`config.mk`:
```
export PLATFORM = sky130hd
export DESIGN_NAME = instr_encoder_flat
export DESIGN_NICKNAME = d
export VERILOG_FILES = /design/src/rtl/instr_encoder_if.sv /design/src/rtl/instr_encoder.sv /design/src/flat_wrapper.sv
export SDC_FILE = /design/constraint.sdc
export NUM_CORES = 1
export LEC_CHECK = 0
export BUFFER_PORTS_ARGS = -buffer_cell sky130_fd_sc_hd__buf_2
export CAP_MARGIN = 30
export CORE_UTILIZATION = 55
export DETAILED_ROUTE_END_ITERATION = 7
export PLACE_DENSITY = 0.91
export SYNTH_ARGS = -nofsm -noshare
export SYNTH_HDL_FRONTEND = slang
export SYNTH_SLANG_ARGS = --single-unit
```
`constraint.sdc`:
```
create_clock -name i_clk -period 4.7 [get_ports i_clk]
set_clock_uncertainty 0.05 [all_clocks]
set_input_delay 0.94 -clock i_clk [delete_from_list [all_inputs] [get_ports i_clk]]
set_output_delay 0.94 -clock i_clk [all_outputs]
set_load 0.02 [all_outputs]
```
`src/rtl/instr_encoder_if.sv`:
```
// Field-bundle input channel and instruction-memory write channel of instr_encoder.
// The encoder sits on the slave modport; the bundle source / memory model uses master.
package instr_encoder_pkg;
  typedef logic [6:0]         opcode_t;
  typedef logic signed [31:0] imm_t;
endpackage

interface instr_encoder_if;
  import instr_encoder_pkg::*;

  logic        in_valid;
  logic        in_ready;
  opcode_t     opcode;
  logic [2:0]  funct3;
  logic [6:0]  funct7;
  logic [4:0]  rd;
  logic [4:0]  rs1;
  logic [4:0]  rs2;
  imm_t        imm;
  logic        mem_we;
  logic        mem_ready;
  logic [31:0] mem_addr;
  logic [31:0] mem_wdata;

  modport slave (
    input  in_valid, opcode, funct3, funct7, rd, rs1, rs2, imm, mem_ready,
    output in_ready, mem_we, mem_addr, mem_wdata
  );

  modport master (
    output in_valid, opcode, funct3, funct7, rd, rs1, rs2, imm, mem_ready,
    input  in_ready, mem_we, mem_addr, mem_wdata
  );
endinterface

```
`src/rtl/instr_encoder.sv`:
```
// Packs RV32I fields into instruction words and streams them to memory; one-cycle latency,
// single-entry output register, input stalls while a word is pending and memory is not ready.
module instr_encoder
  import instr_encoder_pkg::*;
#(
  parameter logic [31:0] BASE_ADDR = 32'h0000_0000,
  parameter int          DEPTH     = 256,
  localparam int         CW        = $clog2(DEPTH) + 1
) (
  input  logic            i_clk,
  input  logic            i_reset,
  instr_encoder_if.slave  io_bus,
  output logic [CW-1:0]   o_word_count,
  output logic            o_full,
  output logic            o_err,
  output logic [1:0]      o_err_code
);

  localparam opcode_t OP_R     = 7'b0110011;
  localparam opcode_t OP_IL    = 7'b0010011;
  localparam opcode_t OP_LD    = 7'b0000011;
  localparam opcode_t OP_JALR  = 7'b1100111;
  localparam opcode_t OP_FENCE = 7'b0001111;
  localparam opcode_t OP_S     = 7'b0100011;
  localparam opcode_t OP_B     = 7'b1100011;
  localparam opcode_t OP_LUI   = 7'b0110111;
  localparam opcode_t OP_AUIPC = 7'b0010111;
  localparam opcode_t OP_JAL   = 7'b1101111;

  logic          r_mem_we;
  logic [31:0]   r_mem_addr;
  logic [31:0]   r_mem_wdata;
  logic [CW-1:0] r_word_count;
  logic [CW-1:0] r_accept_cnt;
  logic          r_full;
  logic          r_err;
  logic [1:0]    r_err_code;

  logic [31:0]   w_imm;
  logic [31:0]   w_enc;
  logic          w_known;
  logic          w_bad_range;
  logic          w_bad_align;
  logic [1:0]    w_code;
  logic          w_in_ready;
  logic          w_accept;
  logic          w_commit;

  assign w_imm = io_bus.imm;

  always_comb begin
    w_enc       = '0;
    w_known     = 1'b1;
    w_bad_range = 1'b0;
    w_bad_align = 1'b0;
    case (io_bus.opcode)
      OP_R: w_enc = {io_bus.funct7, io_bus.rs2, io_bus.rs1, io_bus.funct3, io_bus.rd, io_bus.opcode};
      OP_IL, OP_LD, OP_JALR, OP_FENCE: begin
        // Shift-immediate forms carry funct7 in the upper immediate bits.
        if (io_bus.opcode == OP_IL && (io_bus.funct3 == 3'b001 || io_bus.funct3 == 3'b101)) begin
          w_enc       = {io_bus.funct7, w_imm[4:0], io_bus.rs1, io_bus.funct3, io_bus.rd, io_bus.opcode};
          w_bad_range = |w_imm[31:5];
        end else begin
          w_enc       = {w_imm[11:0], io_bus.rs1, io_bus.funct3, io_bus.rd, io_bus.opcode};
          w_bad_range = !(&w_imm[31:11] || ~|w_imm[31:11]);
        end
      end
      OP_S: begin
        w_enc       = {w_imm[11:5], io_bus.rs2, io_bus.rs1, io_bus.funct3, w_imm[4:0], io_bus.opcode};
        w_bad_range = !(&w_imm[31:11] || ~|w_imm[31:11]);
      end
      OP_B: begin
        w_enc       = {w_imm[12], w_imm[10:5], io_bus.rs2, io_bus.rs1, io_bus.funct3,
                       w_imm[4:1], w_imm[11], io_bus.opcode};
        w_bad_range = !(&w_imm[31:12] || ~|w_imm[31:12]);
        w_bad_align = w_imm[0];
      end
      OP_LUI, OP_AUIPC: begin
        w_enc       = {w_imm[31:12], io_bus.rd, io_bus.opcode};
        w_bad_range = |w_imm[11:0];
      end
      OP_JAL: begin
        w_enc       = {w_imm[20], w_imm[10:1], w_imm[11], w_imm[19:12], io_bus.rd, io_bus.opcode};
        w_bad_range = !(&w_imm[31:20] || ~|w_imm[31:20]);
        w_bad_align = w_imm[0];
      end
      default: w_known = 1'b0;
    endcase
  end

  assign w_code = !w_known   ? 2'b01 :
                  w_bad_align ? 2'b11 :
                  w_bad_range ? 2'b10 : 2'b00;

  assign w_in_ready = !i_reset && !r_full && (!r_mem_we || io_bus.mem_ready);
  assign w_accept   = io_bus.in_valid && w_in_ready;
  assign w_commit   = r_mem_we && io_bus.mem_ready && !i_reset;

  always_ff @(posedge i_clk) begin
    if (i_reset) begin
      r_mem_we     <= 1'b0;
      r_mem_addr   <= BASE_ADDR;
      r_mem_wdata  <= '0;
      r_word_count <= '0;
      r_accept_cnt <= '0;
      r_full       <= 1'b0;
      r_err        <= 1'b0;
      r_err_code   <= 2'b00;
    end else begin
      if (w_commit) begin
        r_mem_addr   <= r_mem_addr + 32'd4;
        r_word_count <= r_word_count + CW'(1);
      end
      if (w_accept && w_code == 2'b00) begin
        r_mem_we     <= 1'b1;
        r_mem_wdata  <= w_enc;
        r_accept_cnt <= r_accept_cnt + CW'(1);
        if (r_accept_cnt == CW'(DEPTH - 1)) r_full <= 1'b1;
      end else if (w_commit) begin
        r_mem_we <= 1'b0;
      end
      // Illegal bundles are swallowed; only the first error code is kept.
      if (w_accept && w_code != 2'b00) begin
        r_err <= 1'b1;
        if (!r_err) r_err_code <= w_code;
      end
    end
  end

  // Gating mem_we with reset keeps a pending word from being written during reset.
  assign io_bus.in_ready  = w_in_ready;
  assign io_bus.mem_we    = r_mem_we && !i_reset;
  assign io_bus.mem_addr  = r_mem_addr;
  assign io_bus.mem_wdata = r_mem_wdata;
  assign o_word_count     = r_word_count;
  assign o_full           = r_full;
  assign o_err            = r_err;
  assign o_err_code       = r_err_code;

endmodule

```
`src/flat_wrapper.sv`:
```
// flat-port wrapper written by rule: the top's interface ports become plain ports
module instr_encoder_flat import instr_encoder_pkg::*;
#(
  parameter logic [31:0] BASE_ADDR = 32'h0000_0000,
  parameter int          DEPTH     = 256,
  localparam int         CW        = $clog2(DEPTH) + 1
)
  (i_clk, i_reset, o_word_count, o_full, o_err, o_err_code, io_bus_in_valid, io_bus_opcode, io_bus_funct3, io_bus_funct7, io_bus_rd, io_bus_rs1, io_bus_rs2, io_bus_imm, io_bus_mem_ready, io_bus_in_ready, io_bus_mem_we, io_bus_mem_addr, io_bus_mem_wdata);
  instr_encoder_if io_bus_i ();
  input  logic i_clk;
  input  logic i_reset;
  output logic [CW-1:0] o_word_count;
  output logic o_full;
  output logic o_err;
  output logic [1:0] o_err_code;
  input wire logic [$bits(io_bus_i.in_valid)-1:0] io_bus_in_valid;
  input wire logic [$bits(io_bus_i.opcode)-1:0] io_bus_opcode;
  input wire logic [$bits(io_bus_i.funct3)-1:0] io_bus_funct3;
  input wire logic [$bits(io_bus_i.funct7)-1:0] io_bus_funct7;
  input wire logic [$bits(io_bus_i.rd)-1:0] io_bus_rd;
  input wire logic [$bits(io_bus_i.rs1)-1:0] io_bus_rs1;
  input wire logic [$bits(io_bus_i.rs2)-1:0] io_bus_rs2;
  input wire logic [$bits(io_bus_i.imm)-1:0] io_bus_imm;
  input wire logic [$bits(io_bus_i.mem_ready)-1:0] io_bus_mem_ready;
  output wire logic [$bits(io_bus_i.in_ready)-1:0] io_bus_in_ready;
  output wire logic [$bits(io_bus_i.mem_we)-1:0] io_bus_mem_we;
  output wire logic [$bits(io_bus_i.mem_addr)-1:0] io_bus_mem_addr;
  output wire logic [$bits(io_bus_i.mem_wdata)-1:0] io_bus_mem_wdata;
  assign io_bus_i.in_valid = io_bus_in_valid;
  assign io_bus_i.opcode = io_bus_opcode;
  assign io_bus_i.funct3 = io_bus_funct3;
  assign io_bus_i.funct7 = io_bus_funct7;
  assign io_bus_i.rd = io_bus_rd;
  assign io_bus_i.rs1 = io_bus_rs1;
  assign io_bus_i.rs2 = io_bus_rs2;
  assign io_bus_i.imm = io_bus_imm;
  assign io_bus_i.mem_ready = io_bus_mem_ready;
  assign io_bus_in_ready = io_bus_i.in_ready;
  assign io_bus_mem_we = io_bus_i.mem_we;
  assign io_bus_mem_addr = io_bus_i.mem_addr;
  assign io_bus_mem_wdata = io_bus_i.mem_wdata;
  instr_encoder #(.BASE_ADDR(BASE_ADDR), .DEPTH(DEPTH)) u_core (.i_clk(i_clk), .i_reset(i_reset), .io_bus(io_bus_i), .o_word_count(o_word_count), .o_full(o_full), .o_err(o_err), .o_err_code(o_err_code));
endmodule
```
==> results.py <==
metrics = {
    "status": {
        "status": "completed",
    },
    "logic_synthesis": {
        "async_flop_share_pct": 0,
        "syn_area_um2": 4400,
        "ys_ff_latch": 85,
        "ys_top_cells_by_count": "dfxtp_1 (85), nor2_1 (52), a21oi_1 (40), nand2_1 (37), xor2_1 (31)",
        "ys_warn_count": 0,
        "synthMostInstantiatedCell": "dfxtp_1",
        "avgSynthCellArea_um2": 8.45,
        "synth_top_area_share_pct": 38.6,
        "seq_area_frac_synth_pct": 38.6,
        "synth_edf_count": 0,
        "synthFlopType": "dfxtp_1",
        "yosys-top-cells-area": "dfxtp_1 (39%), xor2_1 (6.2%), a21oi_1 (4.5%), nor2_1 (4.4%), nand2_1 (3.2%)",
        "synth.largest_area_cell": "dfxtp_1",
        "ys_types": 57,
        "synthCells": 521,
    },
    "drt": {
        "totalWireLength_mm": 12.2,
        "topRoutingLayerUsed": "met4",
        "wl_met1_mm": 4.95,
        "routed-wl-met3_um": 986,
        "drt_first_pass_iters": 5,
        "drc": 0,
        "ant_nets": 0,
        "vias": 4511,
        "first_iter_violations": 305,
        "viasPerCell": 5.98,
        "wl_met2_mm": 5.86,
        "wl_per_cell_um": 16.2,
    },
    "job": {
        "drv_cap": 0,
    },
    "clock_tree": {
        "cts_setup_buffers": 0,
        "cts-hold-fix-buffers": 0,
        "ctsResizeCount": 0,
        "clockBufferDepth": 2,
        "htree_levels": 3,
        "clk_latency_ns": 0.35,
        "path_clk_slew_ns": 0.08,
        "cts_tree": "built",
        "cts.sink_count": 85,
        "cts_buffers": 9,
        "cts_root_buffer": "clkbuf_8",
    },
    "sta": {
        "finalSetupTns_ns": 0,
        "final-hold-violation-count": 0,
        "tightest_slew_ns": 0.988,
        "slew-limit-headroom_pct": 33.8,
        "finalMaxSlewViolations": 0,
        "fmax_mhz": 314,
        "fin_ws_ns": 1.52,
        "setup_viol": 0,
        "finalCritPeriodShare_pct": 67.7,
        "rsz0062_at_grt": "no",
        "timing.final.crit_period_ns": 3.18,
    },
    "critical_path": {
        "r2r_start": "u_core.r_mem_we",
        "crit_path_end_kind": "flop",
        "rrSetupSlack_ns": 2.43,
        "crit_slowest_cell": "o211ai_1",
        "critPathBufInv": 2,
        "slowest_delay_ns": 0.41,
        "crit_fanout": 26,
        "arrival_ns": 3.38,
        "regToRegEndpoint": "u_core.io_bus.mem_wdata[26]",
        "reg2reg_depth": 7,
        "required_ns": 4.89,
        "criticalPathCategory": "in2reg",
        "critPathLaunch": "io_bus_opcode[2]",
        "start_kind": "primary input",
        "path_cells": "buf_2 -> nor2_1 -> o21ai_1 -> a21oi_1 -> o211ai_1 -> nor3b_4 -> buf_4 -> nand2_4 -> mux2_4",
        "path_delay_family": "simple AND/OR/NAND/NOR gates",
    },
    "worst_hold_path": {
        "holdPathStages": 1,
        "worstHoldStart": "u_core.io_bus.mem_wdata[0]",
        "hp-class": "reg2reg",
        "holdPathEnd": "u_core.io_bus.mem_wdata[0]",
    },
    "die": {
        "core_area_um2": 7730,
        "dieWidth_um": 91.5,
        "pin_count": 147,
        "dieArea_um2": 8370,
        "row_count": 32,
        "die_h_um": 91.5,
        "start_util_pct": 57.0,
    },
    "grt": {
        "grt_pass1_vias": 4240,
        "antenna_found_initial": 0,
        "grt-ovfl-total": 0,
        "grt_util_all_layers_pct": 29.3,
        "grt_max_degree": 52,
        "grt_first_pass_wirelength_mm": 19.8,
    },
    "final_layout": {
        "fillers": 627,
        "area_growth_pct": 21.0,
        "drive_gt1_share_pct": 29.1,
        "final_core_util_pct": 69.0,
        "multi_input_area_um2": 2500,
        "stdcell_area_um2": 5330,
        "num_antenna_cells": 0,
        "seq_area_um2": 1700,
        "nets": 719,
    },
    "power": {
        "p_leak_nw": 2.33,
        "powerDensity_nw_per_um2": 258,
        "vdd_ir_drop_max_mv": 0.161,
    },
    "placed_design": {
        "postPlaceCellArea_um2": 5130,
        "gp_congestion": 0.959,
        "io_buffers": 144,
        "pre_cts_ws_ns": 1.20,
        "dp_hpwl_mm": 9.16,
    },
}
## per-layer routing
layer	up-vias	GRT usage (%)
li1	2154	-
met1	2068	35.7
met2	247	50.2
met3	42	4.10
met4	0	15.1
met5	-	0
## worst max-delay path by stage
stage / endpoint / cells past startpoint
after floorplan: u_core.io_bus.mem_wdata[26] / 9
after global placement: u_core.io_bus.mem_wdata[28] / 9
after detailed placement: u_core.io_bus.mem_wdata[28] / 9
after CTS: u_core.io_bus.mem_wdata[26] / 9
after global routing: u_core.io_bus.mem_wdata[28] / 9
final: u_core.io_bus.mem_wdata[26] / 9
## layout by cell type (no fill, tap or decap), types with 3 or more instances in the layout
cell type	count
a211oi_1	15
nor3_1	9
and2_1	6
ha_1	4
nand4b_1	4
and3b_1	3
o211ai_1	3
o21a_1	4
mux2_2	7
buf_2	144
a21oi_1	40
nand4_1	20
a311oi_1	4
and4_1	5
o41ai_1	4
a22oi_1	15
or2_2	3
nor2b_1	15
nand3_1	13
xnor2_1	5
o21ai_0	20
dfxtp_1	85
inv_1	13
and3_1	16
mux2_4	4
buf_4	4
a222oi_1	5
a31o_2	6
clkbuf_8	10
xor2_1	31
nand2_1	37
nor4_1	10
nor2_1	52
## cells by family (layout without fill, tap and decap cells)
logic type / after synthesis / after routing / synth area share [%]
and+or+nand+nor: 206 / 206 / 25.1
buffers and inverters: 47 / 177 / 4.80
other: 1 / 2 / 0.0851
xor gates and xnor gates: 36 / 36 / 7.16
AOI/OAI and AO/OA: 130 / 130 / 19.7
DFF: 85 / 85 / 38.6
adders and majority gates: 4 / 4 / 1.14
muxes: 12 / 12 / 3.38
## area by class of cell
| class | count | area share [%] |
|---|---|---|
| multi-input cells | 390 | 46.9 |
| flip-flops and latches | 85 | 31.9 |
| repair buffers | 148 | 14.1 |
| clock buffers | 11 | 2.65 |
| well taps | 102 | 2.39 |
| clock inverters | 5 | 1.13 |
| inverters | 13 | 0.915 |
## power breakdown
group / switching (mW) / internal [mW] / total [mW]
logic: 0.0794 / 0.0433 / 0.123
registers: 0.00302 / 0.724 / 0.727
clock network: 0.262 / 0.261 / 0.523
total: 0.344 / 1.03 / 1.37
## metrics by stage
step	hold slack (ns)	total power, mW	std cells
after floorplan	0.392	0.808	522
after global placement	0.398	0.860	738
after detailed placement	0.405	0.863	738
after CTS	0.426	1.38	754
after global routing	0.451	1.42	754
final	0.421	1.37	754
## state kept, by name (all words and copies together), names as in the netlist
name,count
u_core.r_accept_cnt,9
u_core.o_word_count,9
u_core.io_bus.mem_wdata,32
u_core.r_mem_we,1
u_core.o_err,1
u_core.o_err_code,2
u_core.o_full,1
u_core.io_bus.mem_addr,30
## worst register-to-register path, delay by kind of cell, from the launching register on
kind                   cells  cell delay [ns]
AND/OR/NAND/NOR            5             1.12
multiplexers               1             0.34
flip-flops                 1             0.33
buffers and inverters      1             0.32
(Power assumes the default switching activity.)
